## src/rtl/control_sequencer_pkg.sv

```systemverilog
// Shared SAP-1 definitions: opcodes, one-hot T-state constants and the
// control-word bit layout used by both the sequencer and the datapath top.
package sap1_pkg;

   localparam int SAP_OP_W  = 4;
   localparam int SAP_T_LEN = 6;

   localparam logic [SAP_OP_W-1:0] OP_LDA = 4'b0000;
   localparam logic [SAP_OP_W-1:0] OP_ADD = 4'b0001;
   localparam logic [SAP_OP_W-1:0] OP_SUB = 4'b0010;
   localparam logic [SAP_OP_W-1:0] OP_OUT = 4'b1110;
   localparam logic [SAP_OP_W-1:0] OP_HLT = 4'b1111;

   localparam logic [SAP_T_LEN-1:0] T1 = 6'b000001;
   localparam logic [SAP_T_LEN-1:0] T2 = 6'b000010;
   localparam logic [SAP_T_LEN-1:0] T3 = 6'b000100;
   localparam logic [SAP_T_LEN-1:0] T4 = 6'b001000;
   localparam logic [SAP_T_LEN-1:0] T5 = 6'b010000;
   localparam logic [SAP_T_LEN-1:0] T6 = 6'b100000;

   // Control-word bit positions; the datapath top indexes the same word.
   localparam int CW_PC_INC   = 0;
   localparam int CW_PC_SEND  = 1;
   localparam int CW_MAR_LOAD = 2;
   localparam int CW_RAM_SEND = 3;
   localparam int CW_IR_LOAD  = 4;
   localparam int CW_IR_SEND  = 5;
   localparam int CW_ACC_LOAD = 6;
   localparam int CW_ACC_SEND = 7;
   localparam int CW_ALU_SUB  = 8;
   localparam int CW_ALU_SEND = 9;
   localparam int CW_B_LOAD   = 10;
   localparam int CW_OUT_LOAD = 11;
   localparam int CW_W        = 12;

   typedef logic [CW_W-1:0] ctrl_word_t;

   typedef enum logic {
      SEQ_RUN  = 1'b0,
      SEQ_HALT = 1'b1
   } seq_state_t;

   function automatic ctrl_word_t cw_bit(input int idx);
      return ctrl_word_t'(1) << idx;
   endfunction

endpackage

```

## src/rtl/control_sequencer_if.sv

```systemverilog
// Opcode input and control strobes between the SAP-1 sequencer and the datapath.
interface control_sequencer_if #(
   parameter int OP_W  = 4,
   parameter int T_LEN = 6
);
   logic [OP_W-1:0]  i_opcode;
   logic [T_LEN-1:0] o_tstate;
   logic             o_pc_inc;
   logic             o_pc_send;
   logic             o_mar_load;
   logic             o_ram_send;
   logic             o_ir_load;
   logic             o_ir_send;
   logic             o_acc_load;
   logic             o_acc_send;
   logic             o_alu_sub;
   logic             o_alu_send;
   logic             o_b_load;
   logic             o_out_load;
   logic             o_halted;

   modport master (
      output i_opcode,
      input  o_tstate, o_pc_inc, o_pc_send, o_mar_load, o_ram_send, o_ir_load,
             o_ir_send, o_acc_load, o_acc_send, o_alu_sub, o_alu_send,
             o_b_load, o_out_load, o_halted
   );

   modport slave (
      input  i_opcode,
      output o_tstate, o_pc_inc, o_pc_send, o_mar_load, o_ram_send, o_ir_load,
             o_ir_send, o_acc_load, o_acc_send, o_alu_sub, o_alu_send,
             o_b_load, o_out_load, o_halted
   );
endinterface

```

## src/rtl/control_sequencer_ring_counter.sv

```systemverilog
// One-hot T-state ring counter: resets to T1, rotates one step per clock
// unless hold is asserted.
module ring_counter #(
   parameter int T_LEN = 6
) (
   input  logic             clk,
   input  logic             reset,
   input  logic             hold,
   output logic [T_LEN-1:0] tstate
);

   logic [T_LEN-1:0] ring_d;
   logic [T_LEN-1:0] ring_q;

   genvar gi;
   generate
      for (gi = 0; gi < T_LEN; gi++) begin : g_rot
         assign ring_d[gi] = hold ? ring_q[gi] : ring_q[(gi + T_LEN - 1) % T_LEN];
      end
   endgenerate

   always_ff @(posedge clk) begin
      if (reset) begin
         ring_q <= T_LEN'(1);
      end else begin
         ring_q <= ring_d;
      end
   end

   assign tstate = ring_q;

endmodule

```

## src/rtl/control_sequencer.sv

```systemverilog
// SAP-1 controller-sequencer: HALT flag plus the Moore decoder that turns the
// current T-state and IR opcode into datapath load/send strobes.
module control_sequencer
   import sap1_pkg::*;
#(
   parameter int OP_W  = SAP_OP_W,
   parameter int T_LEN = SAP_T_LEN
) (
   input  logic                clk,
   input  logic                reset,
   control_sequencer_if.slave  ctl
);

   seq_state_t       state_d;
   seq_state_t       state_q;
   logic [T_LEN-1:0] ring_tstate;
   logic [OP_W-1:0]  opcode;
   logic             hlt_now;
   logic             hold;
   ctrl_word_t       cw;

   assign opcode = ctl.i_opcode;

   // HLT is recognised in T4; holding the ring on that same edge freezes it at T4.
   assign hlt_now = (state_q == SEQ_RUN) && (ring_tstate == T4) && (opcode == OP_HLT);
   assign hold    = (state_q == SEQ_HALT) || hlt_now;

   ring_counter #(
      .T_LEN (T_LEN)
   ) u_ring (
      .clk    (clk),
      .reset  (reset),
      .hold   (hold),
      .tstate (ring_tstate)
   );

   always_comb begin
      state_d = state_q;
      if (hlt_now) begin
         state_d = SEQ_HALT;
      end
   end

   always_ff @(posedge clk) begin
      if (reset) begin
         state_q <= SEQ_RUN;
      end else begin
         state_q <= state_d;
      end
   end

   always_comb begin
      cw = '0;
      if (!reset && state_q == SEQ_RUN) begin
         case (ring_tstate)
            T1: cw = cw_bit(CW_PC_SEND) | cw_bit(CW_MAR_LOAD);
            T2: cw = cw_bit(CW_PC_INC);
            T3: cw = cw_bit(CW_RAM_SEND) | cw_bit(CW_IR_LOAD);
            T4: begin
               case (opcode)
                  OP_LDA, OP_ADD, OP_SUB: cw = cw_bit(CW_IR_SEND) | cw_bit(CW_MAR_LOAD);
                  OP_OUT:                 cw = cw_bit(CW_ACC_SEND) | cw_bit(CW_OUT_LOAD);
                  default:                cw = '0;
               endcase
            end
            T5: begin
               case (opcode)
                  OP_LDA:  cw = cw_bit(CW_RAM_SEND) | cw_bit(CW_ACC_LOAD);
                  OP_ADD:  cw = cw_bit(CW_RAM_SEND) | cw_bit(CW_B_LOAD);
                  OP_SUB:  cw = cw_bit(CW_RAM_SEND) | cw_bit(CW_B_LOAD) | cw_bit(CW_ALU_SUB);
                  default: cw = '0;
               endcase
            end
            T6: begin
               case (opcode)
                  OP_ADD:  cw = cw_bit(CW_ALU_SEND) | cw_bit(CW_ACC_LOAD);
                  OP_SUB:  cw = cw_bit(CW_ALU_SEND) | cw_bit(CW_ACC_LOAD) | cw_bit(CW_ALU_SUB);
                  default: cw = '0;
               endcase
            end
            default: cw = '0;
         endcase
      end
   end

   assign ctl.o_tstate   = reset ? T_LEN'(1) : ring_tstate;
   assign ctl.o_halted   = (state_q == SEQ_HALT);
   assign ctl.o_pc_inc   = cw[CW_PC_INC];
   assign ctl.o_pc_send  = cw[CW_PC_SEND];
   assign ctl.o_mar_load = cw[CW_MAR_LOAD];
   assign ctl.o_ram_send = cw[CW_RAM_SEND];
   assign ctl.o_ir_load  = cw[CW_IR_LOAD];
   assign ctl.o_ir_send  = cw[CW_IR_SEND];
   assign ctl.o_acc_load = cw[CW_ACC_LOAD];
   assign ctl.o_acc_send = cw[CW_ACC_SEND];
   assign ctl.o_alu_sub  = cw[CW_ALU_SUB];
   assign ctl.o_alu_send = cw[CW_ALU_SEND];
   assign ctl.o_b_load   = cw[CW_B_LOAD];
   assign ctl.o_out_load = cw[CW_OUT_LOAD];

endmodule

```

## src/flat_wrapper.sv

```systemverilog
// flat-port wrapper written by rule: the top's interface ports become plain ports
module control_sequencer_flat import sap1_pkg::*;
#(
   parameter int OP_W  = SAP_OP_W,
   parameter int T_LEN = SAP_T_LEN
)
  (clk, reset, ctl_i_opcode, ctl_o_tstate, ctl_o_pc_inc, ctl_o_pc_send, ctl_o_mar_load, ctl_o_ram_send, ctl_o_ir_load, ctl_o_ir_send, ctl_o_acc_load, ctl_o_acc_send, ctl_o_alu_sub, ctl_o_alu_send, ctl_o_b_load, ctl_o_out_load, ctl_o_halted);
  control_sequencer_if #(.OP_W(OP_W), .T_LEN(T_LEN)) ctl_i ();
  input  logic clk;
  input  logic reset;
  input wire logic [$bits(ctl_i.i_opcode)-1:0] ctl_i_opcode;
  output wire logic [$bits(ctl_i.o_tstate)-1:0] ctl_o_tstate;
  output wire logic [$bits(ctl_i.o_pc_inc)-1:0] ctl_o_pc_inc;
  output wire logic [$bits(ctl_i.o_pc_send)-1:0] ctl_o_pc_send;
  output wire logic [$bits(ctl_i.o_mar_load)-1:0] ctl_o_mar_load;
  output wire logic [$bits(ctl_i.o_ram_send)-1:0] ctl_o_ram_send;
  output wire logic [$bits(ctl_i.o_ir_load)-1:0] ctl_o_ir_load;
  output wire logic [$bits(ctl_i.o_ir_send)-1:0] ctl_o_ir_send;
  output wire logic [$bits(ctl_i.o_acc_load)-1:0] ctl_o_acc_load;
  output wire logic [$bits(ctl_i.o_acc_send)-1:0] ctl_o_acc_send;
  output wire logic [$bits(ctl_i.o_alu_sub)-1:0] ctl_o_alu_sub;
  output wire logic [$bits(ctl_i.o_alu_send)-1:0] ctl_o_alu_send;
  output wire logic [$bits(ctl_i.o_b_load)-1:0] ctl_o_b_load;
  output wire logic [$bits(ctl_i.o_out_load)-1:0] ctl_o_out_load;
  output wire logic [$bits(ctl_i.o_halted)-1:0] ctl_o_halted;
  assign ctl_i.i_opcode = ctl_i_opcode;
  assign ctl_o_tstate = ctl_i.o_tstate;
  assign ctl_o_pc_inc = ctl_i.o_pc_inc;
  assign ctl_o_pc_send = ctl_i.o_pc_send;
  assign ctl_o_mar_load = ctl_i.o_mar_load;
  assign ctl_o_ram_send = ctl_i.o_ram_send;
  assign ctl_o_ir_load = ctl_i.o_ir_load;
  assign ctl_o_ir_send = ctl_i.o_ir_send;
  assign ctl_o_acc_load = ctl_i.o_acc_load;
  assign ctl_o_acc_send = ctl_i.o_acc_send;
  assign ctl_o_alu_sub = ctl_i.o_alu_sub;
  assign ctl_o_alu_send = ctl_i.o_alu_send;
  assign ctl_o_b_load = ctl_i.o_b_load;
  assign ctl_o_out_load = ctl_i.o_out_load;
  assign ctl_o_halted = ctl_i.o_halted;
  control_sequencer #(.OP_W(OP_W), .T_LEN(T_LEN)) u_core (.clk(clk), .reset(reset), .ctl(ctl_i));
endmodule
```

## config.mk

```make
export PLATFORM = sky130hd
export DESIGN_NAME = control_sequencer_flat
export DESIGN_NICKNAME = d
export VERILOG_FILES = /design/src/rtl/control_sequencer_pkg.sv /design/src/rtl/control_sequencer_if.sv /design/src/rtl/control_sequencer_ring_counter.sv /design/src/rtl/control_sequencer.sv /design/src/flat_wrapper.sv
export SDC_FILE = /design/constraint.sdc
export NUM_CORES = 1
export LEC_CHECK = 0
export CORE_MARGIN = 1
export CORE_UTILIZATION = 24
export CTS_BUF_LIST = sky130_fd_sc_hd__clkbuf_8
export DETAILED_ROUTE_END_ITERATION = 6
export HOLD_SLACK_MARGIN = 0.06
export PLACE_DENSITY = 0.53
export SLEW_MARGIN = 20
export SYNTH_ARGS = -nofsm -noshare
export SYNTH_HDL_FRONTEND = slang
export SYNTH_SLANG_ARGS = --single-unit
```

## constraint.sdc

```tcl
create_clock -name clk -period 1.75 [get_ports clk]
set_input_delay 0.35 -clock clk [delete_from_list [all_inputs] [get_ports clk]]
set_output_delay 0.35 -clock clk [all_outputs]
set_load 0.02 [all_outputs]
```

* Yosys cells after proc, flatten, opt, wreduce, memory -nomap -nowiden
Index checks and enable logic that the tools add are counted. Widths: inputs -> output; s select.
Word-level totals: output and inout bits 19, register bits 7, input port bits 6
Operators by class: bitwise logic cells 1, equality and inequality tests 10, mux-type cells 6, reductions and logical operators 7
Operators with widths (count):
- $pmux 12 s6 | 1
- $pmux 11 s3 | 1
- $pmux 12 s2 | 1
- $pmux 10 s2 | 1
- $mux 12 | 1
- $eq 4x4->1 const B | 2
- $eq 6x1->1 const B | 1
- $eq 6x2->1 const B | 1
- $eq 6x3->1 const B | 1
- $eq 6x4->1 const B | 1
- $eq 6x5->1 const B | 1
- $eq 6x6->1 const B | 1
- $mux 6 | 1
- $eq 4x1->1 const B | 1
- $eq 4x2->1 const B | 1
- $logic_not 4->1 | 1
- $logic_and 1x1->1 | 3
- $reduce_or 3->1 | 1
- $logic_not 1->1 | 1
- $logic_or 1x1->1 | 1
- $not 1->1 | 1

* Depth between registers and ports, before layout
Gate-level depths: netlist (run 1).
depth after elaboration 5, gate-level depth with buffers 4, gate-level depth less buffers 3

* Cells and area by module
Synthesis (run 1) repeated with hierarchy kept, for this count alone.
Second synthesis, totals: cell total of the unflattened synthesis 72, area, all modules 556.8 µm²
By module, submodules not included:
- control_sequencer | area an instance 339.1 µm², cells each 53, instances 1, sequential area each 20.0 µm²
- ring_counter | area an instance 217.7 µm², cells each 19, instances 1, sequential area each 120.1 µm²

* Worst setup path after synthesis (run 1)
No wires, ideal clock.
kind register to output, from register u_core.state_q (netlist: u_core.ctl.o_halted), to output ctl_o_ram_send, path slack -18 ps, required time 1400 ps, data arrival time 1418 ps, cell stages (with the launch flop) 4, cells stage by stage dfxtp_1 -> nor4_2 -> nand2_1 -> o32ai_1
On the way: cells in the longest elaborated chain, start to end 3
Ends and longest elaborated chain:
- from (decl) | line control_sequencer.sv:15 | seq_state_t state_q;
- from (signal assigned) | line control_sequencer.sv:48 | state_q <= state_d;
- $not 1->1 | line control_sequencer.sv:54 | if (!reset && state_q == SEQ_RUN) begin
- $logic_and 1x1->1 | line control_sequencer.sv:54
- $mux 12 | line control_sequencer.sv:54
- to (decl) | line flat_wrapper.sv:16 | output wire logic [$bits(ctl_i.o_ram_send)-1:0] ctl_o_ram_send;
Every way passes these cells.

* Worst setup path after layout (run 1)
from register u_core.u_ring.ring_q[1] (netlist: u_core.u_ring.tstate[1]), to output ctl_o_mar_load
On the way: cells in the longest elaborated chain, start to end 3, elaborated cells on any way between the ends 8, classes of those cells eq/ne (6); mux (2)
Ends and longest elaborated chain:
- from (decl) | line control_sequencer_ring_counter.sv:13 | logic [T_LEN-1:0] ring_q;
- from (signal assigned) | line control_sequencer_ring_counter.sv:26 | ring_q <= ring_d;
- $eq 6x6->1, or another cell as far along | line control_sequencer.sv:55 | case (ring_tstate)
- $pmux 12 s6 (*) | line control_sequencer.sv:55
- $mux 12 (*) | line control_sequencer.sv:54
- to (decl) | line flat_wrapper.sv:15 | output wire logic [$bits(ctl_i.o_mar_load)-1:0] ctl_o_mar_load;
Mark *: on every way between the ends. The rest lies on a longest branch, timed or not.

==> impl_metrics.prom, run 1 <==
# TYPE chip_impl_metric gauge
chip_impl_info{name="run_status",value="finished with violations"} 1
chip_impl_info{name="failing_checks",value="negative setup slack"} 1
chip_impl_metric{name="fmaxAchievable",unit="MHz"} 552
chip_impl_metric{name="syn-instance-count",unit=""} 71
chip_impl_metric{name="synth.lib_cells_used.distinct",unit=""} 32
chip_impl_metric{name="netSwitchingPower",unit="uW"} 138
chip_impl_metric{name="pin_count",unit=""} 25
chip_impl_metric{name="grt_pass1_wl",unit="um"} 3240
chip_impl_metric{name="synth_edf_count",unit=""} 0
chip_impl_metric{name="design.final.nets",unit=""} 127
chip_impl_metric{name="cts_buffer_depth",unit=""} 2
chip_impl_metric{name="antenna_violations_before_repair",unit=""} 0
chip_impl_metric{name="worst-r2r-setup-slack",unit="ns"} 0.20
chip_impl_info{name="clock-root-buffer",value="sky130_fd_sc_hd__clkbuf_8"} 1
chip_impl_info{name="postSynth.topFlopCell",value="sky130_fd_sc_hd__dfxtp_1"} 1
chip_impl_metric{name="internal_power",unit="uW"} 387
chip_impl_metric{name="route.vias.total",unit=""} 684
chip_impl_metric{name="final-setup-viol-count",unit=""} 5
chip_impl_info{name="synthMostInstantiatedCell",value="sky130_fd_sc_hd__nor2_1"} 1
chip_impl_metric{name="mappedNetlistNets",unit=""} 77
chip_impl_info{name="launching_element_type_of_the_critical_path",value="flop"} 1
chip_impl_info{name="cts_tree",value="yes"} 1
chip_impl_metric{name="detail_route.iter0.violations",unit=""} 4
chip_impl_info{name="timing.setup.critical_path_class",value="flop to output pin"} 1
chip_impl_info{name="regToRegStartpoint",value="u_core.u_ring.tstate[1]"} 1
chip_impl_metric{name="final_max_slew_viol_count",unit=""} 0
chip_impl_metric{name="numPortBuffers",unit=""} 24
chip_impl_metric{name="via_per_inst",unit=""} 4.62
chip_impl_metric{name="hold_path_depth",unit=""} 3
chip_impl_metric{name="totalWireLength",unit="um"} 1830
chip_impl_metric{name="layout_cells_sized_above_1",unit="%"} 52.5
chip_impl_metric{name="core_area",unit="mm2"} 0.00219
chip_impl_metric{name="critPathRequiredTime",unit="ns"} 1.40
chip_impl_metric{name="syn_avg_cell_area",unit="um2"} 7.82
chip_impl_metric{name="numCtsBuffers",unit=""} 3
chip_impl_metric{name="max_cap_violations",unit=""} 0
chip_impl_metric{name="cts_hold_repair.buffers",unit=""} 0
chip_impl_metric{name="groute.usage.overall",unit="%"} 16.8
chip_impl_metric{name="grt_pass1_vias",unit=""} 703
chip_impl_info{name="post-synth-top-area-cell",value="sky130_fd_sc_hd__dfxtp_1"} 1
chip_impl_metric{name="clkTransAtPathRegs",unit="ns"} 0.04
chip_impl_metric{name="pwr-share-seq",unit="%"} 33.0
chip_impl_info{name="yosys-top-cells-count",value="14 x sky130_fd_sc_hd__nor2_1, 7 x sky130_fd_sc_hd__dfxtp_1, 4 x sky130_fd_sc_hd__a21oi_1, 4 x sky130_fd_sc_hd__mux2i_1, 4 x sky130_fd_sc_hd__nand2_1"} 1
chip_impl_metric{name="hold-worst-slack",unit="ns"} 0.585
chip_impl_metric{name="r2r.worst_path.cells",unit=""} 6
chip_impl_metric{name="route.antenna.remaining_nets",unit=""} 0
chip_impl_metric{name="timing_hold_violations_final",unit=""} 0
chip_impl_info{name="hold_start",value="reset"} 1
chip_impl_info{name="worst_r2r_endpoint",value="u_core.u_ring.tstate[4]"} 1
chip_impl_metric{name="clock_sinks",unit=""} 7
chip_impl_metric{name="vdd_drop_max",unit="uV"} 419
chip_impl_metric{name="leakagePower",unit="nW"} 0.480
chip_impl_info{name="critPathCaptureType",value="output pin"} 1
chip_impl_metric{name="synth_seq_cells",unit=""} 7
chip_impl_metric{name="critPathArrivalTime",unit="ns"} 1.46
chip_impl_metric{name="finish.cell_count_without_fillers",unit=""} 148
chip_impl_metric{name="wl_per_cell",unit="um"} 12.4
chip_impl_metric{name="numPlacedInstances",unit=""} 141
chip_impl_metric{name="drt_pass1_iterations",unit=""} 3
chip_impl_metric{name="worst_slack",unit="ns"} -0.0601
chip_impl_metric{name="fp.dieW",unit="um"} 50.1
chip_impl_metric{name="ys_seq_area_share",unit="%"} 25.2
chip_impl_metric{name="post-route-drc-count",unit=""} 0
chip_impl_metric{name="power-per-cell-area",unit="mW/mm2"} 494
chip_impl_metric{name="power.combinational.fraction",unit="%"} 26.0
chip_impl_metric{name="dieHeight",unit="um"} 50.1
chip_impl_metric{name="asyncSetResetFlopFracSynth",unit="%"} 0
chip_impl_metric{name="worst-slew-pin-transition",unit="ns"} 0.306
chip_impl_metric{name="synthToLayoutAreaGrowth",unit="%"} 91.2
chip_impl_info{name="yosys-top-cells-area",value="sky130_fd_sc_hd__dfxtp_1 25%, sky130_fd_sc_hd__nor2_1 9.5%, sky130_fd_sc_hd__mux2i_1 7.2%, sky130_fd_sc_hd__and4b_1 5.4%, sky130_fd_sc_hd__nor4_4 3.8%"} 1
chip_impl_metric{name="hpwlAfterDp",unit="um"} 1360
chip_impl_metric{name="switching_share",unit="%"} 26.3
chip_impl_metric{name="timing.slew.headroom",unit="%"} 79.4
chip_impl_info{name="grt_setup_unrepaired",value="yes"} 1
chip_impl_metric{name="initial_core_util",unit="%"} 25.4
chip_impl_metric{name="yosysWarnings",unit=""} 0
chip_impl_metric{name="clock_share_of_power",unit="%"} 41.0
chip_impl_metric{name="timing.clock.skew",unit="ns"} 0.000563
chip_impl_metric{name="area_share_of_the_leading_cell_type_in_the_synthesized_netlist",unit="%"} 25.2
chip_impl_metric{name="min_period_over_period",unit="%"} 103
chip_impl_metric{name="path_max_fanout",unit=""} 4
chip_impl_metric{name="netlist_area_pre_place",unit="um2"} 556
chip_impl_metric{name="fp.dieArea",unit="mm2"} 0.00251
chip_impl_metric{name="row_count",unit=""} 17
chip_impl_metric{name="h-tree-depth",unit=""} 1
chip_impl_info{name="worstHoldEndpoint",value="u_core.u_ring.tstate[5]"} 1
chip_impl_metric{name="antenna_cells",unit=""} 0
chip_impl_metric{name="grt_start_max_net_pins",unit=""} 14
chip_impl_info{name="hold_path.class",value="input port to flop"} 1
chip_impl_metric{name="min_period",unit="ns"} 1.81
chip_impl_metric{name="clkLatencyLatePin",unit="ns"} 0.22
chip_impl_metric{name="gpl.final_weighted_congestion",unit=""} 0.809
chip_impl_metric{name="globalRoute.totalOverflow",unit=""} 0
==> placed cells by master (no fill, tap or decap), types with 3 or more instances in the layout <==
| master | count |
|---|---|
| sky130_fd_sc_hd__a21oi_1 | 4 |
| sky130_fd_sc_hd__buf_4 | 34 |
| sky130_fd_sc_hd__buf_6 | 3 |
| sky130_fd_sc_hd__clkbuf_8 | 3 |
| sky130_fd_sc_hd__dfxtp_2 | 5 |
| sky130_fd_sc_hd__dlygate4sd2_1 | 10 |
| sky130_fd_sc_hd__inv_1 | 4 |
| sky130_fd_sc_hd__mux2i_1 | 4 |
| sky130_fd_sc_hd__nand2_1 | 3 |
| sky130_fd_sc_hd__nand2b_1 | 3 |
| sky130_fd_sc_hd__nor2_1 | 12 |
| sky130_fd_sc_hd__nor2b_1 | 3 |
==> power groups by stage <==
stage	logic (mW)	clock network, mW	registers [mW]
after global placement	0.125	0	0.174
after global routing	0.149	0.232	0.174
final	0.136	0.215	0.173
after detailed placement	0.126	0	0.174
after CTS	0.127	0.224	0.172
after floorplan	0.0579	0	0.173
==> per-stage QoR <==
stage	setup TNS, ns	util, %	total power [mW]	setup WS (ns)	instance area (um2)
6_report	-0.141	48.5	0.525	-0.0601	1060
5_1_grt	-0.808	48.5	0.555	-0.135	1060
4_1_cts	-0.495	47.1	0.524	-0.168	1030
3_5_place_dp	-9.72	44.9	0.300	-0.712	985
3_3_place_gp	-9.59	44.9	0.299	-0.689	985
2_1_floorplan	0	-	0.231	0.00892	569
==> cells by family after synthesis <==
logic type | share of synthesized area (%)
and+or+nand+nor | 43.9
AOI/OAI and AO/OA | 14.2
buffers and inverters | 7.88
DFF | 25.2
muxes | 7.21
xor gates and xnor gates | 1.58
==> flip-flops by register name (all words and copies together), names as in the netlist <==
signal and flops:
u_core.u_ring.tstate 6, u_core.ctl.o_halted 1
==> area by class of cell <==
cell class                      instances  area (um2)
Sequential cell                         7         146
Clock buffer                            3        41.3
Fill cell                             225        1130
Inverter                                3        11.3
Clock inverter                          1        3.75
Tap cell                               28        35.0
Timing Repair Buffer                   50         392
Multi-Input combinational cell         56         433
==> what timing repair did <==
| action | CTS | global route |
|---|---|---|
| pin swaps | 10 | 6 |
| setup buffers | 1 | 2 |
| gates resized for setup | 87 | 9 |
| setup endpoints to repair | 19 | 13 |
==> how the worst max path moves through the flow <==
stage,startpoint,end,slack (ns),depth (start not counted)
2_1_floorplan,u_core.ctl.o_halted,ctl_o_pc_inc,0.009,3
6_report,u_core.u_ring.tstate[1],ctl_o_mar_load,-0.06,4
5_1_grt,u_core.u_ring.tstate[1],ctl_o_mar_load,-0.13,4
3_5_place_dp,reset,ctl_o_ram_send,-0.71,5
3_3_place_gp,reset,ctl_o_ram_send,-0.69,5
4_1_cts,u_core.u_ring.tstate[5],ctl_o_mar_load,-0.17,5
==> worst max-delay path, cell delays in order (launching register included) <==
cell and delay (ns):
sky130_fd_sc_hd__dfxtp_2 0.34, sky130_fd_sc_hd__nor4_4 0.33, sky130_fd_sc_hd__and4b_2 0.28, sky130_fd_sc_hd__o21bai_1 0.12, sky130_fd_sc_hd__buf_4 0.17
==> per-layer routing <==
layer	wire, um	vias to the layer above	GRT usage (%)
li1	-	355	-
met1	834	308	21.2
met2	896	19	28.0
met3	90	2	2.16
met4	9	0	7.14
met5	0	-	0
No activity file was read; power rests on OpenSTA's default activity.
==> run 2, diff against run 1 <==
- GPL_ROUTABILITY_DRIVEN: unset -> 0
==> results of run 2 <==
The final DEF is identical to that of run 1; final timing and power are the same.
